## src/rtl/jt6295_ctrlx_if.sv

```systemverilog
// Bus bundle between jt6295_ctrlx and its surroundings: CPU write port,
// phrase-table ROM port and the channel-engine start/stop lines.
interface jt6295_ctrlx_if #(
    parameter int CH = 4,
    parameter int AW = 18,
    parameter int PW = 7
);
    logic          wrn;
    logic [7:0]    din;
    logic [PW+2:0] rom_addr;
    logic [7:0]    rom_data;
    logic          rom_ok;
    logic [AW-1:0] start_addr;
    logic [AW-1:0] stop_addr;
    logic [3:0]    att;
    logic [CH-1:0] start;
    logic [CH-1:0] stop;
    logic [CH-1:0] busy;
    logic [CH-1:0] ack;
    logic          qfull;
    logic          ovf;

    modport master (
        input  wrn, din, rom_data, rom_ok, busy, ack,
        output rom_addr, start_addr, stop_addr, att, start, stop, qfull, ovf
    );

    modport slave (
        output wrn, din, rom_data, rom_ok, busy, ack,
        input  rom_addr, start_addr, stop_addr, att, start, stop, qfull, ovf
    );
endinterface

```

## src/rtl/jt6295_ctrlx.sv

```systemverilog
// MSM6295-style command controller: CPU byte decode, command FIFO, phrase-table
// fetch and per-channel start/stop strobes. JT6295_BUSYCHK_EN blocks restarts of busy channels.

module jt6295_ctrlx_ch (
    input  logic clk,
    input  logic rst,
    input  logic cen4,
    input  logic stop_wr,
    input  logic issue,
    input  logic issue_bit,
    input  logic ack,
    input  logic busy,
    output logic start,
    output logic stop
);
    always_ff @(posedge clk) begin
        if (rst) begin
            start <= 1'b0;
            stop  <= 1'b0;
        end else begin
            // a stop write wins over housekeeping and cancels a pending start
            if (stop_wr)    stop <= 1'b1;
            else if (cen4)  stop <= stop & busy;
            if (stop_wr)    start <= 1'b0;
            else if (issue) start <= issue_bit;
            else if (ack)   start <= 1'b0;
        end
    end
endmodule

module jt6295_ctrlx #(
    parameter int CH = 4,
    parameter int AW = 18,
    parameter int PW = 7,
    parameter int QD = 4
) (
    input  logic             clk,
    input  logic             rst,
    input  logic             cen4,
    jt6295_ctrlx_if.master   bus
);
    localparam int QA = $clog2(QD);
    localparam logic [QA:0] QFULL = QD[QA:0];

    typedef struct packed {
        logic [PW-1:0] phrase;
        logic [CH-1:0] mask;
        logic [3:0]    att;
    } cmd_t;

    typedef enum logic [1:0] {IDLE, FETCH, ISSUE, WAIT} state_t;

    state_t        state, state_nxt;
    logic          last_wrn, cmd, we, push, push_ok, pop, capture;
    logic [PW-1:0] phrase;
    logic [7:0]    din7;
    logic [CH-1:0] stop_bits, iss_vec, start_v, stop_v;
    cmd_t          q [QD];
    cmd_t          entry, cur;
    logic [QA-1:0] wr_ptr, rd_ptr;
    logic [QA:0]   count;
    logic [2:0]    lsb;
    logic          settle, ovf;
    logic [47:0]   sbuf;
    logic [23:0]   sbuf_hi, sbuf_lo;
    logic [AW-1:0] start_addr, stop_addr;
    logic [3:0]    att;

    assign we        = bus.wrn & ~last_wrn;
    assign din7      = {1'b0, bus.din[6:0]};
    assign push      = we & cmd;
    assign push_ok   = push & ((count != QFULL) | pop);
    assign stop_bits = (we & ~cmd & ~bus.din[7]) ? bus.din[3+CH-1:3] : '0;
    assign entry     = '{phrase: phrase, mask: bus.din[4+CH-1:4], att: bus.din[3:0]};
    assign capture   = (state == FETCH) & ~settle & bus.rom_ok;
    assign sbuf_hi   = sbuf[47:24];
    assign sbuf_lo   = sbuf[23:0];

`ifdef JT6295_BUSYCHK_EN
    assign iss_vec = cur.mask & ~bus.busy & ~stop_bits;
`else
    assign iss_vec = cur.mask & ~stop_bits;
`endif

    always_ff @(posedge clk) begin
        if (rst) state <= IDLE;
        else     state <= state_nxt;
    end

    always_comb begin
        state_nxt = state;
        pop       = 1'b0;
        case (state)
            IDLE: if (count != '0) begin
                pop       = 1'b1;
                state_nxt = FETCH;
            end
            FETCH:   if (capture && lsb == 3'd5) state_nxt = ISSUE;
            ISSUE:   state_nxt = (iss_vec == '0) ? IDLE : WAIT;
            WAIT:    if (start_v == '0) state_nxt = IDLE;
            default: state_nxt = IDLE;
        endcase
    end

    // FIFO storage needs no reset; occupancy is tracked by count
    always_ff @(posedge clk) begin
        if (push_ok) q[wr_ptr] <= entry;
    end

    always_ff @(posedge clk) begin
        if (rst) begin
            last_wrn   <= 1'b1;
            cmd        <= 1'b0;
            phrase     <= '0;
            wr_ptr     <= '0;
            rd_ptr     <= '0;
            count      <= '0;
            ovf        <= 1'b0;
            cur        <= '0;
            lsb        <= '0;
            settle     <= 1'b0;
            sbuf       <= '0;
            start_addr <= '0;
            stop_addr  <= '0;
            att        <= '0;
        end else begin
            last_wrn <= bus.wrn;
            if (we) begin
                if (cmd) begin
                    cmd <= 1'b0;
                end else if (bus.din[7]) begin
                    phrase <= din7[PW-1:0];
                    cmd    <= 1'b1;
                end
            end
            if (push & ~push_ok) ovf <= 1'b1;
            if (push_ok) wr_ptr <= wr_ptr + 1'b1;
            if (pop) begin
                cur    <= q[rd_ptr];
                rd_ptr <= rd_ptr + 1'b1;
                lsb    <= '0;
                settle <= 1'b1;
            end
            case ({push_ok, pop})
                2'b10:   count <= count + 1'b1;
                2'b01:   count <= count - 1'b1;
                default: count <= count;
            endcase
            // first cycle after rom_addr moves is a settle cycle
            if (state == FETCH) begin
                if (settle) begin
                    settle <= 1'b0;
                end else if (bus.rom_ok) begin
                    sbuf   <= {sbuf[39:0], bus.rom_data};
                    settle <= 1'b1;
                    if (lsb != 3'd5) lsb <= lsb + 1'b1;
                end
            end
            if (state == ISSUE) begin
                start_addr <= sbuf_hi[AW-1:0];
                stop_addr  <= sbuf_lo[AW-1:0];
                att        <= cur.att;
            end
        end
    end

    for (genvar i = 0; i < CH; i++) begin : g_ch
        jt6295_ctrlx_ch u_ch (
            .clk       (clk),
            .rst       (rst),
            .cen4      (cen4),
            .stop_wr   (stop_bits[i]),
            .issue     (state == ISSUE),
            .issue_bit (iss_vec[i]),
            .ack       (bus.ack[i]),
            .busy      (bus.busy[i]),
            .start     (start_v[i]),
            .stop      (stop_v[i])
        );
    end

    assign bus.rom_addr   = {cur.phrase, lsb};
    assign bus.start_addr = start_addr;
    assign bus.stop_addr  = stop_addr;
    assign bus.att        = att;
    assign bus.start      = start_v;
    assign bus.stop       = stop_v;
    assign bus.qfull      = (count == QFULL);
    assign bus.ovf        = ovf;
endmodule

```

## src/flat_wrapper.sv

```systemverilog
// flat-port wrapper written by rule: the top's interface ports become plain ports
module jt6295_ctrlx_flat 
#(
    parameter int CH = 4,
    parameter int AW = 18,
    parameter int PW = 7,
    parameter int QD = 4
)
  (clk, rst, cen4, bus_wrn, bus_din, bus_rom_data, bus_rom_ok, bus_busy, bus_ack, bus_rom_addr, bus_start_addr, bus_stop_addr, bus_att, bus_start, bus_stop, bus_qfull, bus_ovf);
  jt6295_ctrlx_if #(.CH(CH), .AW(AW), .PW(PW)) bus_i ();
  input  logic clk;
  input  logic rst;
  input  logic cen4;
  input wire logic [$bits(bus_i.wrn)-1:0] bus_wrn;
  input wire logic [$bits(bus_i.din)-1:0] bus_din;
  input wire logic [$bits(bus_i.rom_data)-1:0] bus_rom_data;
  input wire logic [$bits(bus_i.rom_ok)-1:0] bus_rom_ok;
  input wire logic [$bits(bus_i.busy)-1:0] bus_busy;
  input wire logic [$bits(bus_i.ack)-1:0] bus_ack;
  output wire logic [$bits(bus_i.rom_addr)-1:0] bus_rom_addr;
  output wire logic [$bits(bus_i.start_addr)-1:0] bus_start_addr;
  output wire logic [$bits(bus_i.stop_addr)-1:0] bus_stop_addr;
  output wire logic [$bits(bus_i.att)-1:0] bus_att;
  output wire logic [$bits(bus_i.start)-1:0] bus_start;
  output wire logic [$bits(bus_i.stop)-1:0] bus_stop;
  output wire logic [$bits(bus_i.qfull)-1:0] bus_qfull;
  output wire logic [$bits(bus_i.ovf)-1:0] bus_ovf;
  assign bus_i.wrn = bus_wrn;
  assign bus_i.din = bus_din;
  assign bus_i.rom_data = bus_rom_data;
  assign bus_i.rom_ok = bus_rom_ok;
  assign bus_i.busy = bus_busy;
  assign bus_i.ack = bus_ack;
  assign bus_rom_addr = bus_i.rom_addr;
  assign bus_start_addr = bus_i.start_addr;
  assign bus_stop_addr = bus_i.stop_addr;
  assign bus_att = bus_i.att;
  assign bus_start = bus_i.start;
  assign bus_stop = bus_i.stop;
  assign bus_qfull = bus_i.qfull;
  assign bus_ovf = bus_i.ovf;
  jt6295_ctrlx #(.CH(CH), .AW(AW), .PW(PW), .QD(QD)) u_core (.clk(clk), .rst(rst), .cen4(cen4), .bus(bus_i));
endmodule
```

## config.mk

```make
export PLATFORM = sky130hd
export DESIGN_NAME = jt6295_ctrlx_flat
export DESIGN_NICKNAME = d
export VERILOG_FILES = /design/src/rtl/jt6295_ctrlx_if.sv /design/src/rtl/jt6295_ctrlx.sv /design/src/flat_wrapper.sv
export SDC_FILE = /design/constraint.sdc
export NUM_CORES = 1
export LEC_CHECK = 0
export CORE_ASPECT_RATIO = 0.75
export CORE_MARGIN = 2
export CORE_UTILIZATION = 40
export CTS_CLUSTER_SIZE = 16
export DETAILED_ROUTE_END_ITERATION = 8
export SLEW_MARGIN = 20
export SYNTH_ARGS = -nofsm -noshare
export SYNTH_HDL_FRONTEND = slang
export SYNTH_SLANG_ARGS = --single-unit
```

## constraint.sdc

```tcl
create_clock -name clk -period 1.8 [get_ports clk]
set_input_delay 0.36 -clock clk [delete_from_list [all_inputs] [get_ports clk]]
set_output_delay 0.36 -clock clk [all_outputs]
set_load 0.1 [all_outputs]
```

==> key figures <==
Run status
  • Outcome: finished clean

Place
  • Post-DP HPWL: 10700 um
  • Buffers added on ports: 88
  • GPL Wtd Cong: 0.796
  • Dpl ws: -0.599 ns

Yosys
  • Largest family of logic cells by synthesized area: simple AND/OR/NAND/NOR gates
  • Most frequent cells after synthesis: 204 x nand2_1, 128 x dfxtp_1, 108 x a21oi_1, 60 x edfxtp_1, 28 x clkbuf_1
  • Synth area leaders: dfxtp_1 36%, edfxtp_1 25%, nand2_1 11%
  • EDFF count, synth: 60
  • Synth Flop Type: dfxtp_1
  • Syn_area_per_cell: 10.5 sq um
  • Adder-cell share of the synthesized area: 0.0134
  • Cell Area, Synth: 7100 sq um
  • Synth warn: 0
  • #FFs+latches synth: 188
  • Synth top area share: 0.361
  • Multiplexer share of the synthesized area: 0.0645
  • Most frequent cell after synthesis: nand2_1
  • Sequential fraction of the synthesis area: 0.614
  • Number of distinct library cells after synthesis: 45
  • Async set-reset flop share out of synthesis: 0
  • Compound-gate portion of the synthesized area: 0.0993
  • Mapped Nets: 714
  • Synth Area in Simple Gates: 0.157
  • Largest area contributor in the netlist: dfxtp_1
  • Synth Area in XOR/XNOR: 0.00493
  • Post-Synthesis Cells: 678

Route
  • Vias/cell: 4.90
  • Final ANT Viol Nets: 0
  • Vias after detailed routing: 5044
  • Initial DRC Count: 418
  • Number of detailed-route iterations in the first pass: 5
  • WL/cell: 15.3 um
  • Post-route DRC: 0
  • Final WL: 15700 um

Cells and area
  • Filler Cells Inserted: 1471
  • Layout cells sized above 1: 0.236
  • Final Net Count: 810
  • Area growth, synth to finish: 37.6%
  • Ant. Diodes: 0

STA
  • Max Freq: 0.563 GHz
  • Slew @ Worst Pin: 0.617 ns
  • Unrepaired setup endpoints after global routing: yes
  • Hold_ws: 0.354 ns
  • Worst Skew: 0.00712 ns
  • Slew Limit Fails: 0
  • Period Utilization, post-route: 0.987
  • Min Tclk post-route: 1.78 ns
  • Max-slew headroom: 0.585
  • Final Hold Fails: 0
  • Final Worst Setup Slack: 0.0232 ns
  • Final setup viols: 0

Worst setup path
  • Critical Path RT: 1.44 ns
  • CP Max Fanout: 3
  • CP max stage cell: dfxtp_2
  • Crit path cell chain: buf_6 > nor3b_4 > buf_6 > buf_12
  • R2R Path End: u_core.count[2]$_SDFFE_PP0P_
  • Slowest cell delay on critical path: 0.34 ns
  • Kind of start point of the critical path: flip-flop
  • CP most frequent cell: buf_6
  • R2R Path Start: u_core.count[2]$_SDFFE_PP0P_
  • Critical path class: reg -> out
  • R2R Setup Slk: 0.05 ns
  • Worst EP arrival: 1.42 ns
  • Worst Reg-to-Reg Cells: 6
  • CP endpoint kind: output pin

Clock network
  • Clock Path Buffers: 2
  • CTS Root Cell: clkbuf_16
  • CTS buffer count: 17
  • TritonCTS Sinks: 188
  • H-Tree Depth: 4
  • Clk Latency, worst-skew pair: 0.43 ns
  • CTS tree: done
  • Reg clk slew, reported paths: 0.07 ns

Die
  • Initial Utilization: 0.406
  • Die Wd: 158 um
  • Die H: 119 um
  • FP Rows: 42
  • Boundary Pins: 89
  • Core Region: 17500 sq um
  • Die area: 18900 sq um

GRT
  • Largest net degree at the start of global routing: 46
  • Antenna violations before repair: 0
  • First-pass GRT wire length: 25200 um
  • Gr usage total: 0.174
  • Total gr overflow: 0
  • Vias in the first global route: 4892

Pwr
  • Sw Share: 0.296
  • Logic pwr share: 0.238
  • Worst vdd ir: 0.760 mV
  • Pwr dens: 1180 nW/um^2
  • Power share of the sequential group: 0.420
  • Internal power: 8.13 mW
  • Sw power: 3.41 mW
  • Leak: 3.36 nW
  • Clock power share: 0.342
  • Total power: 11.5 mW

Job
  • Maxcap violations: 0

Hold path
  • Min-delay src: bus_wrn
  • HP Class: in -> reg
  • Hold path cells: 2
  • Hold path endpoint: u_core.last_wrn$_SDFF_PP1_
## kinds of logic (layout without fill, tap and decap cells)
logic type / count (synthesis) / after routing
multiplexers: 26 / 26
flip-flops: 188 / 188
buffers and inverters: 64 / 173
AND/OR/NAND/NOR: 260 / 260
adder cells (fa/ha/maj): 7 / 7
AO/OA/AOI/OAI: 129 / 129
XOR/XNOR: 4 / 4
## worst max-delay path, delay by kind of cell (launching register included)
family	cells	cell delay (ns)
buf+inv	3	0.43
flops	1	0.34
simple gates	1	0.22
## metrics by stage
step | setup TNS, ns | area [sq um] | util | instances
floorplan | -17.96 | 7120 | - | 678
global placement | -18.15 | 9070 | 0.518 | 996
detailed placement | -21.49 | 9070 | 0.518 | 996
CTS | 0 | 9730 | 0.556 | 1028
global route | -0.0250 | 9770 | 0.559 | 1029
finish | 0 | 9770 | 0.559 | 1029
## area by class of cell
cell class | count | area [sq um] | area share
Clock buffer | 21 | 480 | 0.0492
Clock inverter | 11 | 154 | 0.0157
Inverter | 5 | 18.8 | 0.00192
Multi-Input combinational cell | 426 | 2500 | 0.255
Sequential cell | 188 | 4370 | 0.447
Tap cell | 242 | 303 | 0.0310
Timing Repair Buffer | 136 | 1950 | 0.199
## routing by layer
layer / routed length, um / GRT usage / part of all wire / vias to the layer above
met2: 6990 / 0.252 / 0.44 / 113
li1: - / - / - / 2491
met3: 757 / 0.0411 / 0.048 / 15
met1: 7760 / 0.254 / 0.49 / 2425
met5: 0 / 0 / 0 / -
met4: 206 / 0.0597 / 0.013 / 0
## power groups by stage
stage / registers (mW) / logic (mW) / clock network (mW)
2_1_floorplan: 4.87 / 1.79 / 0
3_3_place_gp: 4.91 / 2.62 / 0
3_5_place_dp: 4.92 / 2.65 / 0
4_1_cts: 4.84 / 2.70 / 4.02
5_1_grt: 4.88 / 2.93 / 4.19
6_report: 4.85 / 2.74 / 3.94
## worst max path at each step
stage | from | to | cells after the start
after global routing | u_core.count[1]$_SDFFE_PP0P_ | bus_qfull | 4
after floorplan | u_core.count[1]$_SDFFE_PP0P_ | u_core.count[0]$_SDFFE_PP0P_ | 4
final | u_core.count[1]$_SDFFE_PP0P_ | bus_qfull | 4
after global placement | bus_wrn | u_core.count[2]$_SDFFE_PP0P_ | 7
after detailed placement | bus_wrn | u_core.count[2]$_SDFFE_PP0P_ | 7
after CTS | u_core.count[1]$_SDFFE_PP0P_ | bus_qfull | 4
## flip-flops by register name, indices dropped and copies added, names as in the netlist, 2 cells and up
register and count:
u_core.state 2, u_core.q 60, u_core.lsb 3, u_core.bus.stop_addr 18, u_core.bus.start_addr 18, u_core.phrase 7, u_core.bus.rom_addr 7, u_core.sbuf 42
u_core.g_ch.u_ch.stop 4, u_core.bus.att 4, u_core.rd_ptr 2, u_core.cur 8, u_core.wr_ptr 2, u_core.count 3, u_core.g_ch.u_ch.start 4
## placed cells by master (no fill, tap or decap), drive strengths merged, types with 5 or more instances in the layout
master / instances
nor3b: 5
o21ai: 5
clkbuf: 21
mux4: 15
clkdlybuf4s50: 26
a21boi: 5
nor2: 17
nand2: 204
edfxtp: 60
buf: 109
inv: 8
dfxtp: 128
ha: 6
a21oi: 109
nand3: 6
clkinv: 5
nand2b: 6
mux2i: 9
## repair_timing
item                       4_1_cts  5_1_grt
hold buffers                     0        0
setup buffers                    1        1
gates resized for setup          8        7
cloned                           0        0
setup endpoints to repair        2        6
pin swaps                        3        6
No activity file was read; power rests on OpenSTA's default activity.
==> edit: new RTL, same settings <==
Add a define of `JT6295_BUSYCHK_EN`.
--- a/src/rtl/jt6295_ctrlx.sv
+++ b/src/rtl/jt6295_ctrlx.sv
@@ -2,2 +2,4 @@
 // fetch and per-channel start/stop strobes. JT6295_BUSYCHK_EN blocks restarts of busy channels.
+
+`define JT6295_BUSYCHK_EN
 
Check against the original RTL: no difference found for any inputs over 10 cycles, from zero or initial values and one cycle with rst high; that may be too few to reach the edited logic, so the function may still have changed.
==> edit against the unedited design <==
Setup slack improved by 0.0032 ns; area after synthesis increased by 0.37%; via count increased by 1.8%; cell count increased by 0.78%; utilization increased by 0.14 points; final area increased by 0.55%; non-clock buffer count decreased by 2; first-iteration DRC count decreased by 18%; sequential cell count unchanged; count of clock-buffer cells in the layout increased by 1; power about the same; routed wire length increased by 3.5%; global-route usage increased by 0.25 points; highest routed layer unchanged.
==> edit: results (changes against the unedited design) <==
metric	value	unit	change
fin_skew	0.009785	ns	was 0.007117 ns
critical-path-max-stage-delay	0.38	ns	was 0.34 ns
post-dp-hpwl	11230	um	was 10,720 um
grt_start_max_net_pins	44		was 46
ys_top_cells_by_area	dfxtp_1, edfxtp_1, nand2_1		unchanged
r2r-start	u_core.count[1]		was u_core.count[2]
grtUsageMet3	0.04623		was 0.04112
finalNetCount	818		was 810
status	finished, final reports clean		unchanged
peakVddDrop	0.6802	mV	was 0.7601 mV
p_leak	3.395	nW	was 3.358 nW
ff2ff_setup_slack	0.03	ns	was 0.05 ns
wirelength	16260	um	was 15,720 um
grt_pass1_wl	25560	um	was 25,210 um
wl_met3	911	um	was 757 um
drt_iter0_markers	343		was 418
synth-adder-area-share	0.01334		was 0.01339
num-multi-input-gates	433		was 426
inverters	8		was 5
synth-xor-area-share	0.004914		was 0.004932
hold_slack	0.3592	ns	was 0.3535 ns
regArea	0.004372	mm2	was 0.004373 mm2
met1_length	7663	um	was 7764 um
syn_nets	722		was 714
multi_input_area	0.002494	mm2	was 0.002496 mm2
route.met2.wl	7561	um	was 6986 um
yosysSeqAreaShare	0.6121		was 0.6144
cpMaxStageDelayCell	or3_4		was dfxtp_2
nFillCells	1474		was 1,471
synth-compound-area-share	0.09863		was 0.09935
grt_util_met2	0.2679		was 0.2524
globalRouteTotalUtil	0.1765		was 0.1739
worst_slew_pin_slew	0.4191	ns	was 0.6168 ns
place_congestion	0.7422		was 0.7963
cp_top_family	simple AND/OR/NAND/NOR gates		was buffers and inverters
muxShareOfSynthArea	0.06336		was 0.06447
synth_common_cells	nand2_1, dfxtp_1, a21oi_1		unchanged
-- edit: kinds of logic (layout without fill, tap and decap cells) --
family                   count (synthesis)  in the layout
AO/OA/AOI/OAI                          129            129
XOR/XNOR                                 4              4
adder cells (fa/ha/maj)                  7              7
buffers and inverters                   65            174
flip-flops                             188            188
multiplexers                            26             26
AND/OR/NAND/NOR                        267            267
-- edit: per-stage QoR --
step           total power (W)  setup TNS (ns)  std cells  cell area (um2)    util
2_1_floorplan         0.006586          -16.29        686             7151       -
3_3_place_gp          0.007472          -10.04       1002             9126  0.5200
3_5_place_dp          0.007523          -10.74       1002             9126  0.5200
4_1_cts                0.01156               0       1035             9787  0.5576
5_1_grt                0.01198        -0.04375       1037             9828  0.5600
6_report               0.01154               0       1037             9828  0.5600
-- edit: power breakdown --
part           switching (W)  internal, W
clock network        0.00155      0.00248
registers           0.000197      0.00460
logic                0.00157      0.00115
total                0.00331      0.00823
-- edit: repair_timing --
| action | CTS | global route |
|---|---|---|
| setup buffers | 1 | 2 |
| gates resized for setup | 3 | 8 |
| endpoints found under the setup margin | 2 | 2 |
| pin swaps | 1 | 4 |
-- edit: worst max-delay path by stage --
stage | from | end
5_1_grt | u_core.count[1] | u_core.count[2]
3_5_place_dp | bus_wrn | u_core.count[2]
6_report | u_core.count[1] | u_core.count[2]
4_1_cts | u_core.state[0] | u_core.count[2]
2_1_floorplan | u_core.count[2] | u_core.count[2]
3_3_place_gp | bus_wrn | u_core.count[2]
-- edit: worst reg2reg max path: stages, from the launching register on --
cell     delay (ns)
dfxtp_2        0.32
or3_4          0.38
and3_4         0.16
inv_2          0.05
fa_2           0.22
a21oi_2        0.05
a22oi_2        0.17
mux2_4         0.31
